### src/rtl/shift_reg_serdes_pkg.sv
// Shared constants and helpers for the shift_reg_serdes block.
package shift_pkg;

    localparam logic LSB_FIRST = 1'b0;
    localparam logic MSB_FIRST = 1'b1;

    typedef enum logic {
        ST_IDLE  = 1'b0,
        ST_SHIFT = 1'b1
    } state_e;

    // Counter must be able to hold the value W itself, hence W+1.
    function automatic int cnt_width(input int w);
        return $clog2(w + 1);
    endfunction

endpackage

### src/rtl/shift_reg_serdes_counter.sv
// Loadable down-counter that tracks the remaining shifts of one transfer.
module serial_bit_counter
    import shift_pkg::*;
#(
    parameter int W = 32
) (
    input  logic clk,
    input  logic rst,
    input  logic load,
    input  logic en,
    output logic tc
);

    localparam int CW = cnt_width(W);

    logic [CW-1:0] cnt_q;
    logic [CW-1:0] cnt_d;

    // Decrement is gated on a non-zero count so the counter can never wrap.
    always_comb begin
        cnt_d = cnt_q;
        if (load) begin
            cnt_d = CW'(W);
        end else if (en && (cnt_q != '0)) begin
            cnt_d = cnt_q - CW'(1);
        end
    end

    always_ff @(posedge clk or posedge rst) begin
        if (rst) begin
            cnt_q <= '0;
        end else begin
            cnt_q <= cnt_d;
        end
    end

    assign tc = en && (cnt_q == CW'(1));

endmodule

### src/rtl/shift_reg_serdes.sv
// Parallel-load / serial-shift register with built-in bit counter and busy/done handshake.
module shift_reg_serdes
    import shift_pkg::*;
#(
    parameter int W = 32
) (
    input  logic         clk,
    input  logic         rst,
    input  logic         load,
    input  logic [W-1:0] din,
    input  logic         msb_first,
    input  logic         en,
    input  logic         ser_in,
    output logic         ser_out,
    output logic [W-1:0] dout,
    output logic         busy,
    output logic         done
);

    state_e       state_q;
    state_e       state_d;
    logic [W-1:0] shreg_q;
    logic [W-1:0] shreg_d;
    logic [W-1:0] shifted;
    logic         dir_q;
    logic         dir_d;
    logic         done_q;
    logic         done_d;
    logic         accept;
    logic         shift_en;
    logic         tc;

    assign accept   = load && (state_q == ST_IDLE);
    assign shift_en = en && (state_q == ST_SHIFT);

    // The serial input always enters at the end opposite to the one being emitted.
    generate
        if (W == 1) begin : g_w1
            assign shifted = ser_in;
        end else begin : g_wn
            assign shifted = (dir_q == MSB_FIRST) ? {shreg_q[W-2:0], ser_in}
                                                  : {ser_in, shreg_q[W-1:1]};
        end
    endgenerate

    serial_bit_counter #(
        .W (W)
    ) u_counter (
        .clk  (clk),
        .rst  (rst),
        .load (accept),
        .en   (shift_en),
        .tc   (tc)
    );

    always_comb begin
        state_d = state_q;
        shreg_d = shreg_q;
        dir_d   = dir_q;
        done_d  = 1'b0;
        if (accept) begin
            shreg_d = din;
            dir_d   = msb_first;
            state_d = ST_SHIFT;
        end else if (shift_en) begin
            shreg_d = shifted;
            if (tc) begin
                state_d = ST_IDLE;
                done_d  = 1'b1;
            end
        end
    end

    always_ff @(posedge clk or posedge rst) begin
        if (rst) begin
            state_q <= ST_IDLE;
            shreg_q <= '0;
            dir_q   <= LSB_FIRST;
            done_q  <= 1'b0;
        end else begin
            state_q <= state_d;
            shreg_q <= shreg_d;
            dir_q   <= dir_d;
            done_q  <= done_d;
        end
    end

    assign busy    = (state_q == ST_SHIFT);
    assign done    = done_q;
    assign dout    = shreg_q;
    assign ser_out = (dir_q == MSB_FIRST) ? shreg_q[W-1] : shreg_q[0];

endmodule

### config.mk
export PLATFORM = sky130hd
export DESIGN_NAME = shift_reg_serdes
export DESIGN_NICKNAME = d
export VERILOG_FILES = /design/src/rtl/shift_reg_serdes_pkg.sv /design/src/rtl/shift_reg_serdes_counter.sv /design/src/rtl/shift_reg_serdes.sv
export SDC_FILE = /design/constraint.sdc
export NUM_CORES = 1
export LEC_CHECK = 0
export CAP_MARGIN = 20
export CORE_MARGIN = 1
export CORE_UTILIZATION = 47
export DETAILED_ROUTE_END_ITERATION = 8
export PLACE_DENSITY = 0.77
export SLEW_MARGIN = 10
export SYNTH_ARGS = -nofsm -noshare
export SYNTH_HDL_FRONTEND = slang
export SYNTH_SLANG_ARGS = --single-unit
### constraint.sdc
create_clock -name clk -period 1.6 [get_ports clk]
set_input_delay 0.32 -clock clk [delete_from_list [all_inputs] [get_ports clk]]
set_output_delay 0.32 -clock clk [all_outputs]
set_load 0.01 [all_outputs]
==> results.md, run 1 <==
* Sequential share of power at 33.7%
* Longest Clk Path Bufs at 2
* Slew @ Worst Pin at 479 ps
* Leak Pwr at 0.00166 uW
* Arr. time, crit path at 1240 ps
* Share of post-route cells with drive strength above 1 at 23.4%
* Fmax at 640 MHz
* Die height at 72.4 um
* Post-DP HPWL at 3.72 mm
* Worst slew margin at 67.8%
* Critical path's top delay family: buffers and inverters
* Crit-path max cell delay at 550 ps
* First-pass GRT wire length at 8.87 mm
* # fillers at 372
* Core area at 4750 sq um
* Worst setup SP type: flop
* Vias per cell at 5.28
* I/O pin total at 73
* Wirelength, routed at 5.41 mm
* Post-Synth Simple-Gate Area at 10.1%
* Distinct cells, synth at 28
* Worst R2R Setup Slack at 60 ps
* Final Skew at 5.36 ps
* PD cells at 1690 nW/um^2
* Post-synthesis xor/xnor area fraction at 0%
* DRC at 0
* Buffers & Inverters on Critical Path at 1
* Worst-path cell chain: clkdlybuf4s50_1
* Starting density of the core at 49.1%
* Fin. max-slew vios at 0
* Post-synthesis sequential area ratio at 44.0%
* Die area at 5250 sq um
* Crit. End Element: output port
* 1st-iter DRT viols at 92
* Total power at 5760 uW
* Area occupied by multi-input gates at 1240 sq um
* Root Driver: clkbuf_8
* Int Pwr at 3670 uW
* Crit Path Max Fanout at 4
* Grt ovf at 0
* Compound-Gate Fraction of Synth Area at 10.3%
* Antenna Cells at 0
* Status: finished, final reports clean
* Net Sw Frac at 36.2%
* Final Cell Area at 3410 sq um
* Horiz. Die Dim at 72.4 um
* Switching power at 2090 uW
* Final setup vio count at 0
* Most frequent cells in the layout: clkdlybuf4s50_1, dfrtp_1, nand2_1
* Syn_area_per_cell at 10.4 sq um
* Peak supply drop at 0.838 mV
* Synth Cell Area at 2330 sq um
* Fin crit period at 1560 ps
* Clk Latency, worst-skew pair at 290 ps
* Worst min path class: in -> async
* Post-Syn Nets at 266
* Reg2reg path depth at 5
* Gp weighted congestion at 0.885
* Final ANT Viol Nets at 0
* Post-synthesis mux area share at 30.1%
* Initial antenna violation count at 0
* Cells after Synth at 225
* Synth top area cells: dfrtp_1, mux2_2, mux2i_1
* Top-area cell type share of the netlist area at 44.0%
* Row cnt at 25
* Synth warn at 0
* Gr usage total at 21.8%
* Final period util at 97.7%
* Via count at 2001
* CTS tree: built
* Area after DPL at 3190 sq um
* MaxCap Viol Count at 0
* Pre-antenna DRT Iters at 4
* WP data required at 1280 ps
* Crit Path Category: reg -> out
* CP max stage cell: clkdlybuf4s50_1
* Post-synth top area cell: dfrtp_1
* Vias in the first global route at 1925
* Adder-cell share of the synthesized area at 1.61%
* Final nets at 352
* Fin. Hold Viols at 0
* Wirelength per Cell at 14.3 um
* Synth-to-Final Area Change at 46.2%
* Clock power frac at 11.9%
* Largest net degree at the start of global routing at 47
* Port bufs at 72
* Commonest non-fill, non-tap cell in the layout: clkdlybuf4s50_1
* CTS buffer count at 5
* Sequential standard cell area at 1030 sq um
* Largest family of logic cells by synthesized area: multiplexers
* H-tree Lvls at 2
* Critical Path Stages at 1
* Comb pwr share at 54.4%
* Worst Hold Slack at 228 ps
* Yosys reg bits at 41
* Clock transition at the registers of the reported paths at 90 ps
* Clock sinks at 41
-- synth_stat cells --
| library cell | instances |
|---|---|
| dfrtp_1 | 41 |
| nand2_1 | 38 |
| mux2_2 | 33 |
| mux2i_1 | 33 |
| o21ai_0 | 32 |
| buf_2 | 7 |
| clkbuf_1 | 5 |
| a21oi_1 | 4 |
| inv_1 | 4 |
| buf_4 | 3 |
| ha_1 | 3 |
| o21ai_1 | 3 |
| nand2b_1 | 2 |
| nand3_1 | 2 |
| nor2_1 | 2 |
| a2111o_1 | 1 |
| a211o_2 | 1 |
| a211oi_1 | 1 |
| a21o_1 | 1 |
| and2b_1 | 1 |
| nand4bb_1 | 1 |
| nor2b_1 | 1 |
| nor3_1 | 1 |
| nor4_2 | 1 |
| o41ai_1 | 1 |
| or2_0 | 1 |
| or3_1 | 1 |
| or4_1 | 1 |
-- path summary, 6_finish.rpt --
path / start / endpoint
max: dout[16] / dout[16]
min: rst / dout[8]
max reg2reg: u_counter.cnt_q[0] / u_counter.cnt_q[4]
min reg2reg: u_counter.cnt_q[5] / done
max in group asynchronous: rst / busy
min in group clk: u_counter.cnt_q[5] / done
-- per-layer routing --
metal	track usage, %	part of all wire, %	vias to the layer above
met5	0	0	-
met4	7.41	1.6	0
met3	4.72	5.2	13
met2	34.5	46	65
met1	29.6	47	961
li1	-	-	962
-- metrics by stage --
stage / worst slack (ps) / setup TNS (ps) / util, % / instances
2_1_floorplan: 135 / 0 / - / 225
3_3_place_gp: -12.4 / -12.4 / 67.1 / 360
3_5_place_dp: -45.2 / -137 / 67.1 / 360
4_1_cts: 2.85 / 0 / 69.1 / 369
5_1_grt: -9.65 / -9.65 / 71.7 / 379
6_report: 36.9 / 0 / 71.7 / 379
-- power by group through the flow --
| stage | logic (uW) | registers [uW] | clock network [uW] |
|---|---|---|---|
| 4_1_cts | 2960 | 1990 | 693 |
| 6_report | 3130 | 1940 | 683 |
| 5_1_grt | 3430 | 2020 | 730 |
| 3_3_place_gp | 2890 | 2000 | 0 |
| 3_5_place_dp | 2950 | 2010 | 0 |
| 2_1_floorplan | 1620 | 2060 | 0 |
-- worst reg2reg max path, stage by stage, from the launching register on --
cell and delay [ps]:
dfrtp_1 370, inv_1 70, ha_2 190, and2b_2 230, or4_4 480, a21oi_2 130
-- flip-flops by register name (all words and copies together) (netlist names) --
register / cells
u_counter.cnt_q: 6
done: 1
busy: 1
dir_q: 1
dout: 32
-- repair_timing --
action,CTS,global route
buffers inserted,1,10
gates resized for setup,5,21
setup endpoints to repair,4,26
hold buffers,0,0
-- kinds of logic (layout without fill, tap and decap cells) --
group | count (synthesis) | count (layout)
multiplexers | 66 | 66
buffers and inverters | 19 | 106
AND/OR/NAND/NOR | 52 | 52
AO/OA/AOI/OAI | 44 | 44
flip-flops | 41 | 41
adder cells (fa/ha/maj) | 3 | 3
-- cell type report --
class / instances / area share [%]
Multi-Input combinational cell: 165 / 36.3
Sequential cell: 41 / 30.1
Timing Repair Buffer: 94 / 28.2
Tap cell: 67 / 2.46
Clock buffer: 5 / 2.02
Clock inverter: 3 / 0.514
Inverter: 4 / 0.440
Power figures use the tool's default switching activity.
==> inputs of run 2 (changes only) <==
- CORE_UTILIZATION: 47 -> 59
- DONT_BUFFER_PORTS: default -> 1
- PLACE_DENSITY: 0.77 -> 0.71
==> run 2 against run 1 <==
  * Setup slack gained 22 ps
  * Utilization fell by 2.9 points
  * Critical path depth grew 4
  * Clock power fell by 4.5%
  * Non-clock buffer count fell by 84
  * Final cell count down 27%
  * Design area fell by 25%
  * Global-route usage grew 1.5 points
  * Largest power group is now sequential cells
  * Maximum frequency increased by 1.4%
  * Combinational power fell by 34%
  * Sequential cell count unchanged
==> results.md, run 2 (synthesized netlist as in run 1, its figures left out) <==
* Status: finished, final reports clean
* Arr. time, crit path at 1760 ps
* MaxCap Viol Count at 0
* Crit Path Category: reg -> reg
* Vias per cell at 6.11
* Leak Pwr at 0.00114 uW
* Net Sw Frac at 39.8%
* Antenna Cells at 0
* Switching power at 1970 uW
* Starting density of the core at 62.8%
* Sequential share of power at 45.0%
* Sequential standard cell area at 1030 sq um
* Slew @ Worst Pin at 514 ps
* 1st-iter DRT viols at 93
* # fillers at 289
* Worst Hold Slack at 46.0 ps
* Worst setup SP type: flop
* Row cnt at 22
* Fin. Hold Viols at 0
* Horiz. Die Dim at 64.9 um
* Int Pwr at 2980 uW
* Vias in the first global route at 1702
* H-tree Lvls at 2
* Via count at 1686
* CTS buffer count at 5
* Post-CTS Hold Buffers at 0
* Max reg flops at 32
* Crit Path Max Fanout at 5
* Core area at 3720 sq um
* Final ANT Viol Nets at 0
* Share of post-route cells with drive strength above 1 at 24.6%
* Port bufs at 0
* Comb pwr share at 41.8%
* PD cells at 1940 nW/um^2
* Commonest non-fill, non-tap cell in the layout: dfrtp_1
* Fmax at 649 MHz
* Clock transition at the registers of the reported paths at 80 ps
* Post-DP HPWL at 3.30 mm
* Pre-antenna DRT Iters at 4
* Inst Count DP at 265
* Clock sinks at 41
* Most frequent cells in the layout: dfrtp_1, nand2_1, mux2_2, mux2i_1, o21ai_0
* I/O pin total at 73
* Clk Latency, worst-skew pair at 290 ps
* Worst slew margin at 65.7%
* DRC at 0
* Final nets at 268
* CTS tree: built
* Crit. End Element: flop
* Peak supply drop at 0.894 mV
* Wirelength, routed at 4.86 mm
* Gp weighted congestion at 0.888
* Gr usage total at 23.3%
* Longest Clk Path Bufs at 2
* RR Startpoint: u_counter.cnt_q[0]
* Die area at 4210 sq um
* RSZ-0062 raised after global routing: true
* Wirelength per Cell at 17.6 um
* Area occupied by multi-input gates at 1220 sq um
* Final setup vio count at 0
* Grt ovf at 0
* Non-Filler Instances at 276
* Die height at 64.9 um
* Fin. max-slew vios at 0
* Root Driver: clkbuf_8
* Initial antenna violation count at 0
* Synth-to-Final Area Change at 9.60%
* Largest net degree at the start of global routing at 70
* Worst min path class: in -> async
* Final period util at 96.3%
* Fin crit period at 1540 ps
* Clock power frac at 13.2%
* CP startpoint: u_counter.cnt_q[0]
* First-pass GRT wire length at 7.54 mm
* WP data required at 1820 ps
* Final Skew at 3.22 ps
==> run 2: through the flow <==
step           area [sq um]  setup slack (ps)  power (uW)  TNS (ps)  util [%]
3_5_place_dp           2430              12.2        4200         0      65.4
2_1_floorplan          2330               135        3680         0         -
6_report               2560              59.0        4950         0      68.8
3_3_place_gp           2430              97.6        4020         0      65.4
4_1_cts                2510              6.04        4860         0      67.7
5_1_grt                2560             -7.55        5310     -7.55      68.8
==> run 2: area by class of cell <==
type	count	area share (%)
clock buffer	5	2.69
clock inverter	3	0.685
timing repair buffer	10	5.58
inverter	4	0.587
sequential	41	40.2
tap	48	2.35
multi-input combinational	165	47.9
==> run 2: worst paths after layout <==
check	to	slack, ps	depth (start not counted)
hold reg to reg	done	520	1
min in group clk	dir_q	140	2
hold / removal	dout[5]	50	2
setup / recovery	u_counter.cnt_q[4]	60	5
max in group asynchronous	dir_q	1180	2
setup reg to reg	u_counter.cnt_q[4]	60	5
==> run 2: critical path, stage by stage, from the launching register on <==
cell     delay (ps)
dfrtp_1         370
inv_1            70
ha_1            220
and2b_1         210
or4_1           470
a21oi_1         130
==> run 2: what timing repair did <==
action / 4_1_cts / 5_1_grt
endpoints found under the setup margin: 0 / 4
endpoints found under the hold margin: 0 / 0
buffers inserted: 0 / 2
resized for setup: 0 / 1
==> run 2: layer usage <==
layer | vias to the layer above | global-route usage [%] | share of wire [%]
li1 | 797 | - | -
met1 | 808 | 26.7 | 40
met2 | 75 | 41.7 | 51
met3 | 6 | 5.28 | 7.4
met4 | 0 | 8.89 | 1.2
met5 | - | 0 | 0
==> run 2: power by group through the flow <==
stage	clock (uW)	sequential, uW	combinational (uW)
after CTS	674	2220	1960
after global routing	714	2300	2300
after floorplan	0	2060	1620
after detailed placement	0	2240	1950
final	652	2230	2070
after global placement	0	2210	1810
==> edit: new RTL, config.mk and constraints of run 1 <==
Change the package constant `LSB_FIRST` from 1'b0 to 1'b1.
--- a/src/rtl/shift_reg_serdes_pkg.sv
+++ b/src/rtl/shift_reg_serdes_pkg.sv
@@ -1,7 +1,7 @@
 // Shared constants and helpers for the shift_reg_serdes block.
 package shift_pkg;
 
-    localparam logic LSB_FIRST = 1'b0;
+    localparam logic LSB_FIRST = 1'b1;
     localparam logic MSB_FIRST = 1'b1;
 
     typedef enum logic {
Function: same outputs for any inputs over 10 cycles, from zero or initial values and one cycle with rst high; that may be too few to reach the edited logic, so the function may still have changed.
==> edit against run 1 <==
The flow now finishes with violations (negative setup slack). Global-route usage is essentially flat. Critical endpoint is now ser_out. Design area is 1.3% higher. Non-clock buffer count grew 2. Setup slack got worse by 0.046 ns. Clock skew grew 0.0013 ns. First-iteration DRC count is 46% higher. Synthesized area about the same. Wire length rose by 2.3%. Sequential cell count is the same. Via count shrank 1.9%. Core utilization rose by 0.92 points. Largest cell class unchanged. Die area about the same. Total power grew 2.4%.
==> edit: results (changes against run 1) <==
Place
  – PortBufs: 72 (unchanged)
  – Routability Congestion: 0.848 (-4.2%)
  – HPWL after DPL: 3.80 mm (+2.1%)

Yosys
  – Post-synth EDFFs: 0 (unchanged)
  – Async SR Flop Fraction: 100% (unchanged)
  – Post-synthesis cell type count: 29 (+3.6%)
  – Top cells by area, synth: dfrtp_1 43%, mux2_2 16%, mux2i_1 14%, o21ai_0 6.9%, nand2_1 6.1%
  – Post-synthesis mux area share: 30.1% (about the same)
  – Yosys warns: 0 (unchanged)
  – Synth top cells by count: 40 x dfrtp_1, 38 x nand2_1, 33 x mux2_2, 33 x mux2i_1, 32 x o21ai_0
  – Compound-Gate Fraction of Synth Area: 10.3% (about the same)
  – Adder-cell share of the synthesized area: 1.61% (about the same)
  – Seq/Total Area, Yosys: 44.0% (about the same)

Layout
  – Fill cell count: 371 (-0.27%)
  – N_diodes: 0 (unchanged)
  – Final #Nets: 354 (+0.57%)
  – Layout cells sized above 1: 23.2% (-0.15 points)
  – Largest register FFs: 32 (unchanged)

Timing
  – Setup violators final: 1 (+1)
  – Final TNS setup: -0.00923 ns (-0.00923 ns)
  – Worst clock skew: 0.00671 ns (+0.00135 ns)
  – Worst-margin pin slew: 0.458 ns (-0.0213 ns)
  – PnR worst setup slack: -0.00923 ns (-0.0462 ns)

Worst setup path
  – R2R Setup Slk: 0.06 ns (about the same)
  – Crit-path max FO: 2 (-2)
  – Origin of the critical flop-to-flop path: u_counter.cnt_q[1]
  – Reg2Reg Depth: 5 (unchanged)
  – Critical Path Sink: ser_out
  – Critical Path AT: 1.29 ns (+0.05 ns)
  – Crit path from: dir_q

Global route
  – Number of global-route vias before repair: 1842 (-4.3%)
  – GRT Util Overall: 21.7% (-0.039 points)
  – Global-route wire length before repair: 8.83 mm (-0.46%)
  – Pin count of the biggest net entering global routing: 43 (-8.5%)

Drt
  – 1st-pass router iterations: 4 (unchanged)
  – 1st-iter DRT viols: 134 (+46%)
  – Routed vias: 1963 (-1.9%)
  – Final WL: 5.54 mm (+2.3%)

Pwr
  – Cell internal pwr: 3.80 mW (+3.4%)
  – Leakage: 1.65 nW (-0.87%)
  – Peak VDD IR: 1.03 mV (+22%)

CTS
  – H-Tree Level Count: 2 (unchanged)
  – Num CTS Buffers: 5 (unchanged)
  – Latest clock arrival within the worst-skew pair: 0.30 ns
  – Clock buffer depth: 2 (unchanged)
  – Clock transition at path regs: 0.08 ns

Run status
  – Violated checks: negative setup slack
  – Status: finished, violations left

Min path
  – Hold Crit Class: primary input to async pin
## edit: power groups by stage
| stage | sequential [mW] | clock, mW | combinational, mW |
|---|---|---|---|
| finish | 1.96 | 0.668 | 3.27 |
| global route | 2.03 | 0.709 | 3.56 |
| CTS | 1.99 | 0.679 | 3.08 |
| detailed placement | 2.01 | 0 | 3.01 |
| global placement | 1.99 | 0 | 2.93 |
| floorplan | 2.07 | 0 | 1.62 |
## edit: repair_timing
action                                 4_1_cts  5_1_grt
buffers inserted                             2       11
setup endpoints to repair                   29       44
endpoints found under the hold margin        0        0
gates cloned                                 0        0
gates resized for setup                      9       19
## edit: how the worst min path moves through the flow
stage                                   from      end
after global routing                     rst  dout[8]
after detailed placement  u_counter.cnt_q[5]     done
after CTS                                rst  dout[6]
after floorplan                    msb_first    dir_q
after global placement    u_counter.cnt_q[5]     done
final                                    rst  dout[8]
## edit: metrics by stage
stage	hold slack (ns)	cell area, um^2	cells	util [%]	setup slack, ns
after CTS	0.337	3320	370	69.9	0.00658
final	0.323	3450	381	72.6	-0.00923
after global routing	0.373	3450	381	72.6	-0.0379
after global placement	0.486	3220	360	67.7	-0.0220
after detailed placement	0.499	3220	360	67.7	-0.0609
after floorplan	0.403	2330	225	-	0.0563
## edit: cell type report
cell class                      instances  share of cell area [%]
Inverter                                4                   0.435
Sequential cell                        41                    29.8
Timing Repair Buffer                   96                    29.2
Clock inverter                          1                   0.145
Clock buffer                            7                    2.21
Multi-Input combinational cell        165                    35.8
Tap cell                               67                    2.43
## edit: critical path, stage by stage, from the launching register on
cell and delay [ns]:
dfstp_2 0.57, mux2_4 0.31, buf_6 0.12
## edit: kinds of logic (layout without fill, tap and decap cells)
group           after synthesis  after routing
buf+inv                      19            108
fa+ha+maj                     3              3
compound gates               44             44
mux                          66             66
flops                        41             41
simple gates                 52             52
## edit: layer usage
| metal | vias to the layer above | track usage, % | wire, um |
|---|---|---|---|
| li1 | 968 | - | - |
| met1 | 938 | 29.7 | 2480 |
| met3 | 8 | 3.89 | 235 |
| met2 | 49 | 33.9 | 2730 |
| met4 | 0 | 9.59 | 93 |
| met5 | - | 0 | 0 |
